===== src/rtl/instr_encode_writer_if.sv =====
// Field-input and memory-write bus bundle for instr_encode_writer.
// The master side supplies instruction fields and acknowledges bus writes. The slave side is the encoder/writer.
interface instr_encode_writer_if #(
   parameter int ADDR_W = 27,
   parameter int CNT_W  = 16
);
   logic              in_valid;
   logic              in_ready;
   logic [1:0]        in_fmt;
   logic [3:0]        in_op;
   logic              in_ce;
   logic [3:0]        in_opcode;
   logic [10:0]       in_const11;
   logic [15:0]       in_const16;
   logic [26:0]       in_const27;
   logic              in_flag0;
   logic [3:0]        in_areg;
   logic [3:0]        in_breg;
   logic [3:0]        in_dreg;
   logic [31:0]       in_raw;
   logic              base_load;
   logic [ADDR_W-1:0] base_addr;
   logic              bus_start;
   logic [ADDR_W-1:0] bus_addr;
   logic [31:0]       bus_data;
   logic              bus_we;
   logic              bus_done;
   logic              busy;
   logic [CNT_W-1:0]  words_written;

   modport master (
      output in_valid, in_fmt, in_op, in_ce, in_opcode, in_const11, in_const16,
             in_const27, in_flag0, in_areg, in_breg, in_dreg, in_raw,
             base_load, base_addr, bus_done,
      input  in_ready, bus_start, bus_addr, bus_data, bus_we, busy, words_written
   );

   modport slave (
      input  in_valid, in_fmt, in_op, in_ce, in_opcode, in_const11, in_const16,
             in_const27, in_flag0, in_areg, in_breg, in_dreg, in_raw,
             base_load, base_addr, bus_done,
      output in_ready, bus_start, bus_addr, bus_data, bus_we, busy, words_written
   );
endinterface


===== src/rtl/instr_encode_writer.sv =====
// Packs instruction fields into 32-bit CPU words, queues them in a small FIFO and
// writes them to consecutive word addresses over the start/done bus.
module instr_encode_writer #(
   parameter int DEPTH  = 4,
   parameter int ADDR_W = 27,
   parameter int CNT_W  = 16
) (
   input  logic                 clk,
   input  logic                 reset,
   instr_encode_writer_if.slave bus
);
   localparam int               PTR_W    = $clog2(DEPTH);
   localparam logic [PTR_W:0]   FULL_CNT = (PTR_W+1)'(DEPTH);
   localparam logic [CNT_W-1:0] CNT_MAX  = {CNT_W{1'b1}};

   typedef enum logic [1:0] {ST_IDLE = 2'd0, ST_REQ = 2'd1, ST_WAIT = 2'd2} state_t;

   function automatic logic [31:0] encode_word(
      input logic [1:0]  fmt,
      input logic [3:0]  op,
      input logic        ce,
      input logic [3:0]  opcode,
      input logic [10:0] c11,
      input logic [15:0] c16,
      input logic [26:0] c27,
      input logic        flag0,
      input logic [3:0]  areg,
      input logic [3:0]  breg,
      input logic [3:0]  dreg,
      input logic [31:0] raw
   );
      logic [31:0] w;
      case (fmt)
         2'd0:    w = {op, ce, opcode, c11, areg, breg, dreg};
         2'd1:    w = {op, c16, areg, breg, dreg};
         2'd2:    w = {op, c27, flag0};
         2'd3:    w = raw;
         default: w = 32'd0;
      endcase
      return w;
   endfunction

   state_t            state_r, state_nxt_s;
   logic [31:0]       mem_r [DEPTH];
   logic [PTR_W-1:0]  wr_ptr_r, rd_ptr_r;
   logic [PTR_W:0]    count_r, count_nxt_s;
   logic [31:0]       enc_s;
   logic              push_s, pop_s, idle_load_s;
   logic              start_nxt_s, busy_nxt_s, load_head_s;
   logic              in_ready_r, bus_start_r, busy_r;
   logic [ADDR_W-1:0] addr_r;
   logic [31:0]       data_r;
   logic [CNT_W-1:0]  words_r;

   assign enc_s = encode_word(bus.in_fmt, bus.in_op, bus.in_ce, bus.in_opcode, bus.in_const11,
                              bus.in_const16, bus.in_const27, bus.in_flag0, bus.in_areg,
                              bus.in_breg, bus.in_dreg, bus.in_raw);

   // No bypass: a full FIFO refuses input even if the head pops this cycle.
   assign push_s      = bus.in_valid && in_ready_r;
   assign pop_s       = ((state_r == ST_REQ) || (state_r == ST_WAIT)) && bus.bus_done;
   assign idle_load_s = (state_r == ST_IDLE) && bus.base_load;

   // FIFO occupancy after this cycle's push/pop
   always_comb begin
      count_nxt_s = count_r;
      if (push_s && !pop_s) begin
         count_nxt_s = count_r + (PTR_W+1)'(1'b1);
      end else if (!push_s && pop_s) begin
         count_nxt_s = count_r - (PTR_W+1)'(1'b1);
      end else begin
         count_nxt_s = count_r;
      end
   end

   // FSM state register
   always_ff @(posedge clk) begin
      if (!reset) begin
         state_r <= ST_IDLE;
      end else begin
         state_r <= state_nxt_s;
      end
   end

   // FSM next-state logic
   always_comb begin
      state_nxt_s = state_r;
      case (state_r)
         ST_IDLE: begin
            if (count_r != '0) state_nxt_s = ST_REQ;
            else               state_nxt_s = ST_IDLE;
         end
         ST_REQ: begin
            if (bus.bus_done) state_nxt_s = ST_IDLE;
            else              state_nxt_s = ST_WAIT;
         end
         ST_WAIT: begin
            if (bus.bus_done) state_nxt_s = ST_IDLE;
            else              state_nxt_s = ST_WAIT;
         end
         default: state_nxt_s = ST_IDLE;
      endcase
   end

   // FSM outputs, computed one cycle early so the bus pins come straight from flops
   always_comb begin
      start_nxt_s = 1'b0;
      busy_nxt_s  = 1'b0;
      load_head_s = 1'b0;
      start_nxt_s = (state_nxt_s == ST_REQ);
      busy_nxt_s  = (state_nxt_s != ST_IDLE) || (count_nxt_s != '0);
      load_head_s = (state_r == ST_IDLE) && (state_nxt_s == ST_REQ);
   end

   // FIFO storage; contents need no reset since the pointers define validity
   always_ff @(posedge clk) begin
      if (push_s) mem_r[wr_ptr_r] <= enc_s;
   end

   // FIFO pointers, write address, counter and registered outputs
   always_ff @(posedge clk) begin
      if (!reset) begin
         wr_ptr_r    <= '0;
         rd_ptr_r    <= '0;
         count_r     <= '0;
         in_ready_r  <= 1'b1;
         bus_start_r <= 1'b0;
         busy_r      <= 1'b0;
         addr_r      <= '0;
         data_r      <= 32'd0;
         words_r     <= '0;
      end else begin
         count_r     <= count_nxt_s;
         in_ready_r  <= (count_nxt_s != FULL_CNT);
         bus_start_r <= start_nxt_s;
         busy_r      <= busy_nxt_s;
         if (push_s)      wr_ptr_r <= wr_ptr_r + PTR_W'(1'b1);
         if (pop_s)       rd_ptr_r <= rd_ptr_r + PTR_W'(1'b1);
         if (load_head_s) data_r   <= mem_r[rd_ptr_r];
         // A load in IDLE lands before the next REQ, so that write uses the new base.
         if (idle_load_s) begin
            addr_r  <= bus.base_addr;
            words_r <= '0;
         end else if (pop_s) begin
            addr_r <= addr_r + ADDR_W'(1'b1);
            if (words_r != CNT_MAX) words_r <= words_r + CNT_W'(1'b1);
         end
      end
   end

   assign bus.in_ready      = in_ready_r;
   assign bus.bus_start     = bus_start_r;
   assign bus.bus_we        = bus_start_r;
   assign bus.bus_addr      = addr_r;
   assign bus.bus_data      = data_r;
   assign bus.busy          = busy_r;
   assign bus.words_written = words_r;
endmodule


===== src/flat_wrapper.sv =====
// flat-port wrapper written by rule: the top's interface ports become plain ports
module instr_encode_writer_flat 
#(
   parameter int DEPTH  = 4,
   parameter int ADDR_W = 27,
   parameter int CNT_W  = 16
)
  (clk, reset, bus_in_valid, bus_in_fmt, bus_in_op, bus_in_ce, bus_in_opcode, bus_in_const11, bus_in_const16, bus_in_const27, bus_in_flag0, bus_in_areg, bus_in_breg, bus_in_dreg, bus_in_raw, bus_base_load, bus_base_addr, bus_bus_done, bus_in_ready, bus_bus_start, bus_bus_addr, bus_bus_data, bus_bus_we, bus_busy, bus_words_written);
  instr_encode_writer_if #(.ADDR_W(ADDR_W), .CNT_W(CNT_W)) bus_i ();
  input  logic clk;
  input  logic reset;
  input wire logic [$bits(bus_i.in_valid)-1:0] bus_in_valid;
  input wire logic [$bits(bus_i.in_fmt)-1:0] bus_in_fmt;
  input wire logic [$bits(bus_i.in_op)-1:0] bus_in_op;
  input wire logic [$bits(bus_i.in_ce)-1:0] bus_in_ce;
  input wire logic [$bits(bus_i.in_opcode)-1:0] bus_in_opcode;
  input wire logic [$bits(bus_i.in_const11)-1:0] bus_in_const11;
  input wire logic [$bits(bus_i.in_const16)-1:0] bus_in_const16;
  input wire logic [$bits(bus_i.in_const27)-1:0] bus_in_const27;
  input wire logic [$bits(bus_i.in_flag0)-1:0] bus_in_flag0;
  input wire logic [$bits(bus_i.in_areg)-1:0] bus_in_areg;
  input wire logic [$bits(bus_i.in_breg)-1:0] bus_in_breg;
  input wire logic [$bits(bus_i.in_dreg)-1:0] bus_in_dreg;
  input wire logic [$bits(bus_i.in_raw)-1:0] bus_in_raw;
  input wire logic [$bits(bus_i.base_load)-1:0] bus_base_load;
  input wire logic [$bits(bus_i.base_addr)-1:0] bus_base_addr;
  input wire logic [$bits(bus_i.bus_done)-1:0] bus_bus_done;
  output wire logic [$bits(bus_i.in_ready)-1:0] bus_in_ready;
  output wire logic [$bits(bus_i.bus_start)-1:0] bus_bus_start;
  output wire logic [$bits(bus_i.bus_addr)-1:0] bus_bus_addr;
  output wire logic [$bits(bus_i.bus_data)-1:0] bus_bus_data;
  output wire logic [$bits(bus_i.bus_we)-1:0] bus_bus_we;
  output wire logic [$bits(bus_i.busy)-1:0] bus_busy;
  output wire logic [$bits(bus_i.words_written)-1:0] bus_words_written;
  assign bus_i.in_valid = bus_in_valid;
  assign bus_i.in_fmt = bus_in_fmt;
  assign bus_i.in_op = bus_in_op;
  assign bus_i.in_ce = bus_in_ce;
  assign bus_i.in_opcode = bus_in_opcode;
  assign bus_i.in_const11 = bus_in_const11;
  assign bus_i.in_const16 = bus_in_const16;
  assign bus_i.in_const27 = bus_in_const27;
  assign bus_i.in_flag0 = bus_in_flag0;
  assign bus_i.in_areg = bus_in_areg;
  assign bus_i.in_breg = bus_in_breg;
  assign bus_i.in_dreg = bus_in_dreg;
  assign bus_i.in_raw = bus_in_raw;
  assign bus_i.base_load = bus_base_load;
  assign bus_i.base_addr = bus_base_addr;
  assign bus_i.bus_done = bus_bus_done;
  assign bus_in_ready = bus_i.in_ready;
  assign bus_bus_start = bus_i.bus_start;
  assign bus_bus_addr = bus_i.bus_addr;
  assign bus_bus_data = bus_i.bus_data;
  assign bus_bus_we = bus_i.bus_we;
  assign bus_busy = bus_i.busy;
  assign bus_words_written = bus_i.words_written;
  instr_encode_writer #(.DEPTH(DEPTH), .ADDR_W(ADDR_W), .CNT_W(CNT_W)) u_core (.clk(clk), .reset(reset), .bus(bus_i));
endmodule

===== config.mk =====
export PLATFORM = sky130hd
export DESIGN_NAME = instr_encode_writer_flat
export DESIGN_NICKNAME = d
export VERILOG_FILES = /design/src/rtl/instr_encode_writer_if.sv /design/src/rtl/instr_encode_writer.sv /design/src/flat_wrapper.sv
export SDC_FILE = /design/constraint.sdc
export NUM_CORES = 1
export LEC_CHECK = 0
export ABC_CLOCK_PERIOD_IN_PS = 2800
export CAP_MARGIN = 20
export CORE_MARGIN = 2
export CORE_UTILIZATION = 45
export CTS_CLUSTER_DIAMETER = 50
export DETAILED_ROUTE_END_ITERATION = 10
export PLACE_DENSITY = 0.82
export SLEW_MARGIN = 20
export SYNTH_ARGS = -nofsm -noshare
export SYNTH_HDL_FRONTEND = slang
export SYNTH_SLANG_ARGS = --single-unit
export TNS_END_PERCENT = 30

===== constraint.sdc =====
create_clock -name clk -period 2.8 [get_ports clk]
set_clock_uncertainty 0.2 [all_clocks]
set_input_delay 0.7 -clock clk [delete_from_list [all_inputs] [get_ports clk]]
set_output_delay 0.7 -clock clk [all_outputs]
set_load 0.01 [all_outputs]

## Yosys cells after proc, flatten, opt, wreduce, memory -nomap -nowiden

Memories as Yosys holds them, arrays and structs flattened. A register that Yosys moved wholly into a read port is not among the register bits.
Index checks and enable logic that the tools add are counted.
Widths: inputs -> output; s select.

| cells by class | value |
|---|---|
| $add $sub $neg | 6 |
| eq/ne operators | 8 |
| multiplexer cells | 10 |
| bitwise gates (word level) | 1 |
| reductions and logical operators | 20 |

Operators by type and width:

| operator | number |
|---|---|
| $pmux 32 s4 | 1 |
| $mux 27 | 2 |
| $add 27x1->27 const B | 1 |
| $add 16x1->16 const B | 1 |
| $ne 16x16->1 const B | 1 |
| $eq 2x1->1 const B | 3 |
| $eq 2x2->1 const B | 3 |
| $logic_and 1x1->1 | 6 |
| $mux 3 | 2 |
| $reduce_bool 3->1 | 2 |
| $add 2x1->2 const B | 2 |
| $logic_not 2->1 | 2 |
| $pmux 2 s2 | 1 |
| $reduce_bool 2->1 | 2 |
| $reduce_or 2->1 | 2 |
| $add 3x1->3 const B | 1 |
| $logic_not 1->1 | 3 |
| $mux 1 | 3 |
| $ne 3x3->1 const B | 1 |
| $sub 3x1->3 const B | 1 |
| $logic_or 1x1->1 | 2 |
| $mux 2 | 1 |
| $reduce_and 2->1 | 1 |
| $not 1->1 | 1 |

| storage, ports and cells | value |
|---|---|
| register bits | 55 |
| RAM bits | 128 |
| bits of input ports | 142 |
| output and inout bits | 79 |
| logic and storage cells | 55 |
| memories kept | 1 |

Memories:

| memory | depth | width | rd ports | clocked after memory_dff | wr ports | line | source |
|---|---|---|---|---|---|---|---|
| u_core.mem_r | 4 | 32 | 1 | 1 | 1 | instr_encode_writer.sv:44 | `logic [31:0] mem_r [DEPTH];` |

## Logic depth before layout (Yosys ltp)

| depth | value |
|---|---|
| word-level depth | 8 |
| depth in mapped cells | 9 |
| depth with buffers taken out | 6 |

## Worst setup path before layout

OpenSTA, ideal clock, no wires.

| timing path | value |
|---|---|
| kind | input to register |
| start | input bus_bus_done |
| end | register u_core.words_r[10], in the netlist u_core.bus.words_written[10] |
| library setup time | 0.070 ns |
| arrival | 2.017 ns |
| required time | 2.530 ns |
| setup slack | 0.512 ns |
| stages on the path | 6 |
| buffers on the path | 2 |
| path through | buf_2 nand2_1 or3_1 buf_2 or4_1 a21oi_1 |

| between the ends | value |
|---|---|
| longest elaborated chain between the ends | 2 |

RTL lines:

| item | line | source |
|---|---|---|
| from (decl) | flat_wrapper.sv:27 | `input wire logic [$bits(bus_i.bus_done)-1:0] bus_bus_done;` |
| $logic_and 1x1->1 | instr_encode_writer.sv:61 | `assign pop_s = ((state_r == ST_REQ) \|\| (state_r == ST_WAIT)) && bus.bus_done;` |
| $reduce_and 2->1 (no line) | - |  |
| to (signal assigned) | instr_encode_writer.sv:146 | `if (words_r != CNT_MAX) words_r <= words_r + CNT_W'(1'b1);` |
| to (decl) | instr_encode_writer.sv:53 | `logic [CNT_W-1:0] words_r;` |

No other way between the ends.
A chain may end at the register's enable or synchronous reset.

## Worst setup path after layout

| timing path | value |
|---|---|
| start | register u_core.words_r[6], in the netlist u_core.bus.words_written[6] |
| end | output bus_words_written[6] |

RTL lines:

| item | line | source |
|---|---|---|
| to (decl) | flat_wrapper.sv:34 | `output wire logic [$bits(bus_i.words_written)-1:0] bus_words_written;` |

No word-level cell between the ends.

==> metrics <==
commonest register cell after synthesis=edfxtp_1; total number of H-tree levels=1; CP startpoint kind=register; Period minus WS final=2530 ps; Placeable Area=0.0204 mm2; run status=finished, final reports clean; area fraction in and, or, nand and nor cells after synthesis=12.3%; total routed wirelength=22100 um; fraction of registers with async set or reset after synthesis=0%; leakage power figure=4.30 nW; largest area contributor in the synthesized netlist=edfxtp_1; remaining antenna violation count=0; number of port buffers=220; part of the cycle the worst path needs=90.4%; buffers inserted by post-CTS timing repair=0; total power density per cell area=768 mW/mm2; number of nets in the final layout=1123; routed wirelength normalized by instance count=17.6 um; hold_buf cts=0; met2 Use GR=36.8%; global routing met1 resource utilization=23.5%; combinational family with the most area after synthesis=multiplexers; worst slew pin tran=572 ps; setup slack on the worst flop-to-flop path=500 ps; sequential area share after synthesis=59.5%; worst min-delay path category=register to register; proportion of layout cells with a drive suffix above 1=14.6%; number of enable-type register cells in the synthesized netlist=128; global-route wire length before repair=35100 um; count of final setup violators=0; area growth from synthesis to layout=36.5%; required time reported for the critical path endpoint=1900 ps; highest cell delay on the worst timing path=600 ps; final count of pins violating max slew=0; Die Outline Area=0.0220 mm2; CTS max path bufs=3; Final Instance Count excl. Fillers=1256; mean post-synth cell area=12.7 um2; ordered cell list for the critical path=clkdlybuf4s50_1; data arrival time at the worst-slack endpoint=1630 ps; Via-to-Cell Ratio=5.53; global-route met3 utilization=4.82%; slowest stage cell, crit path=clkdlybuf4s50_1; Final HPWL DP=15300 um; post-detailed-route DRC marker count=0; Gate Count Post-Synth=737; fmax=0.395 GHz; clock-pin slew on the worst setup and hold paths=60 ps; share of the synthesized netlist area taken by xor and xnor gates=1.59%; dpl cells=1216; Iteration-0 DRC Markers=302; relative slew slack=61.5%; count of cells resized by post-cts repair=0; kind of critical path=register to primary output; CTS buffer count=22; most congested layer reported by global routing=met2; number of global-route vias before repair=7074; number of synthesized register bits=215; Cell variety after synth=54; die width=148 um; sinks on the clock net=215; critical path capture point type=primary output; starting density of the core=46.1%; routability congestion estimate from global placement=0.854; count of yosys warnings during synthesis=0; maximum fanout along the worst path=10; critical path's top delay family=buffers and inverters; buffer and inverter count on the worst path=1; setup TNS=0 ps; post-synthesis share of cell area spent on full adders, half adders and majority gates=1.47%; diode count=0; number of endpoints with negative hold slack in the final report=0; Clk Latency, worst-skew pair=520 ps; vertical extent of the die=148 um; Synth Area in Compound Gates=8.85%; routed via count=6948; total global routing track utilization=20.0%; post-synth design cell area=0.00939 mm2; worst ir drop on vdd=0.533 mV; most frequently used cell type in the post-synthesis netlist=edfxtp_1; most used standard cells in the synthesized netlist=128 x edfxtp_1, 91 x nand2_1, 87 x dfxtp_1; total overflow reported by the global router=0; multiplexer share of the synthesized area=13.5%; IO Pins=221; clock root buffer=clkbuf_16; CTS tree=built; number of antenna violations at the first check in global routing=0; maximum number of pins on one net before global-route repair=35; number of filler cells placed in the layout=1525; setup repair after global routing missed its margin=false; Overall Power=9.84 mW; max-capacitance violation count=0; dominant cells by area after synthesis=edfxtp_1 41%, dfxtp_1 19%, mux4_2 12%; number of core rows=52; syn_nets=890; area share of the leading cell type in the synthesized netlist=40.9%; drt first pass iters=5
state kept, by name, summed over array words and instances, names as in the netlist:
| signal | count |
|---|---|
| u_core.count_r | 3 |
| u_core.bus.bus_addr | 27 |
| u_core.state_r | 2 |
| u_core.rd_ptr_r | 2 |
| u_core.bus.words_written | 16 |
| u_core.wr_ptr_r | 2 |
| u_core.mem_r | 128 |
| u_core.bus.bus_start | 1 |
| u_core.bus.in_ready | 1 |
| u_core.bus.busy | 1 |
| u_core.bus.bus_data | 32 |
layer usage:
metal | vias to the layer above | share of wire [%]
li1 | 3295 | -
met1 | 3361 | 39
met2 | 261 | 51
met3 | 31 | 7.7
met4 | 0 | 1.9
met5 | - | 0
report_power, final:
group          internal (mW)  switching, mW  total (mW)
Clock                   1.76           1.22        2.98
Sequential              3.83          0.288        4.12
Combinational           1.41           1.34        2.74
Total                   7.00           2.85        9.84
cell usage in the layout, fill, tap and decap left out, types with 4 or more instances in the layout:
cell type and n:
nor2_1 35, nand2_1 91, buf_12 7, dfxtp_1 85, nor3_1 7, or4_1 12
and3_1 4, o21ai_0 28, or3_1 7, xnor2_1 10, nand3_1 13, mux2i_1 14
clkdlybuf4s50_1 218, a311oi_1 4, a21oi_1 60, and2_1 7, clkinv_1 6, nor4_1 8
xor2_1 7, o31ai_1 12, nand4_1 19, or2_2 4, inv_1 11, edfxtp_1 128
ha_1 11, a211oi_1 9, mux4_2 48, clkbuf_16 22, a31oi_1 14, buf_4 29
mux2_2 4, and3_2 4
layout make-up:
class | instances | area [um2] | area share [%]
sequential | 215 | 5590 | 43.6
multi-input combinational | 463 | 3550 | 27.7
timing repair buffer | 256 | 2550 | 19.9
clock buffer | 26 | 576 | 4.49
tap | 270 | 338 | 2.64
clock inverter | 14 | 171 | 1.34
inverter | 12 | 45.0 | 0.351
cells by family after synthesis:
kind of cell	Yosys count
DFF	215
and+or+nand+nor	230
muxes	66
buffers and inverters	59
AOI/OAI and AO/OA	139
adders and majority gates	11
xor gates and xnor gates	17
path summary, 6_finish.rpt:
kind	startpoint	end	cells after the start
hold reg to reg	u_core.bus.bus_data[24]	u_core.bus.bus_data[24]	2
setup / recovery	u_core.bus.words_written[6]	bus_words_written[6]	1
setup reg to reg	u_core.state_r[1]	u_core.bus.words_written[8]	6
hold / removal	u_core.bus.bus_data[24]	u_core.bus.bus_data[24]	2
per-stage QoR:
stage | utilization (%) | instance area, um2 | setup WS, ps | hold slack [ps]
floorplan | - | 9390 | 512 | 269
global placement | 59.3 | 12100 | 57.9 | 240
detailed placement | 59.3 | 12100 | 47.1 | 248
CTS | 62.9 | 12800 | 265 | 256
global route | 62.9 | 12800 | 236 | 280
finish | 62.9 | 12800 | 269 | 250
(Power assumes the default switching activity.)
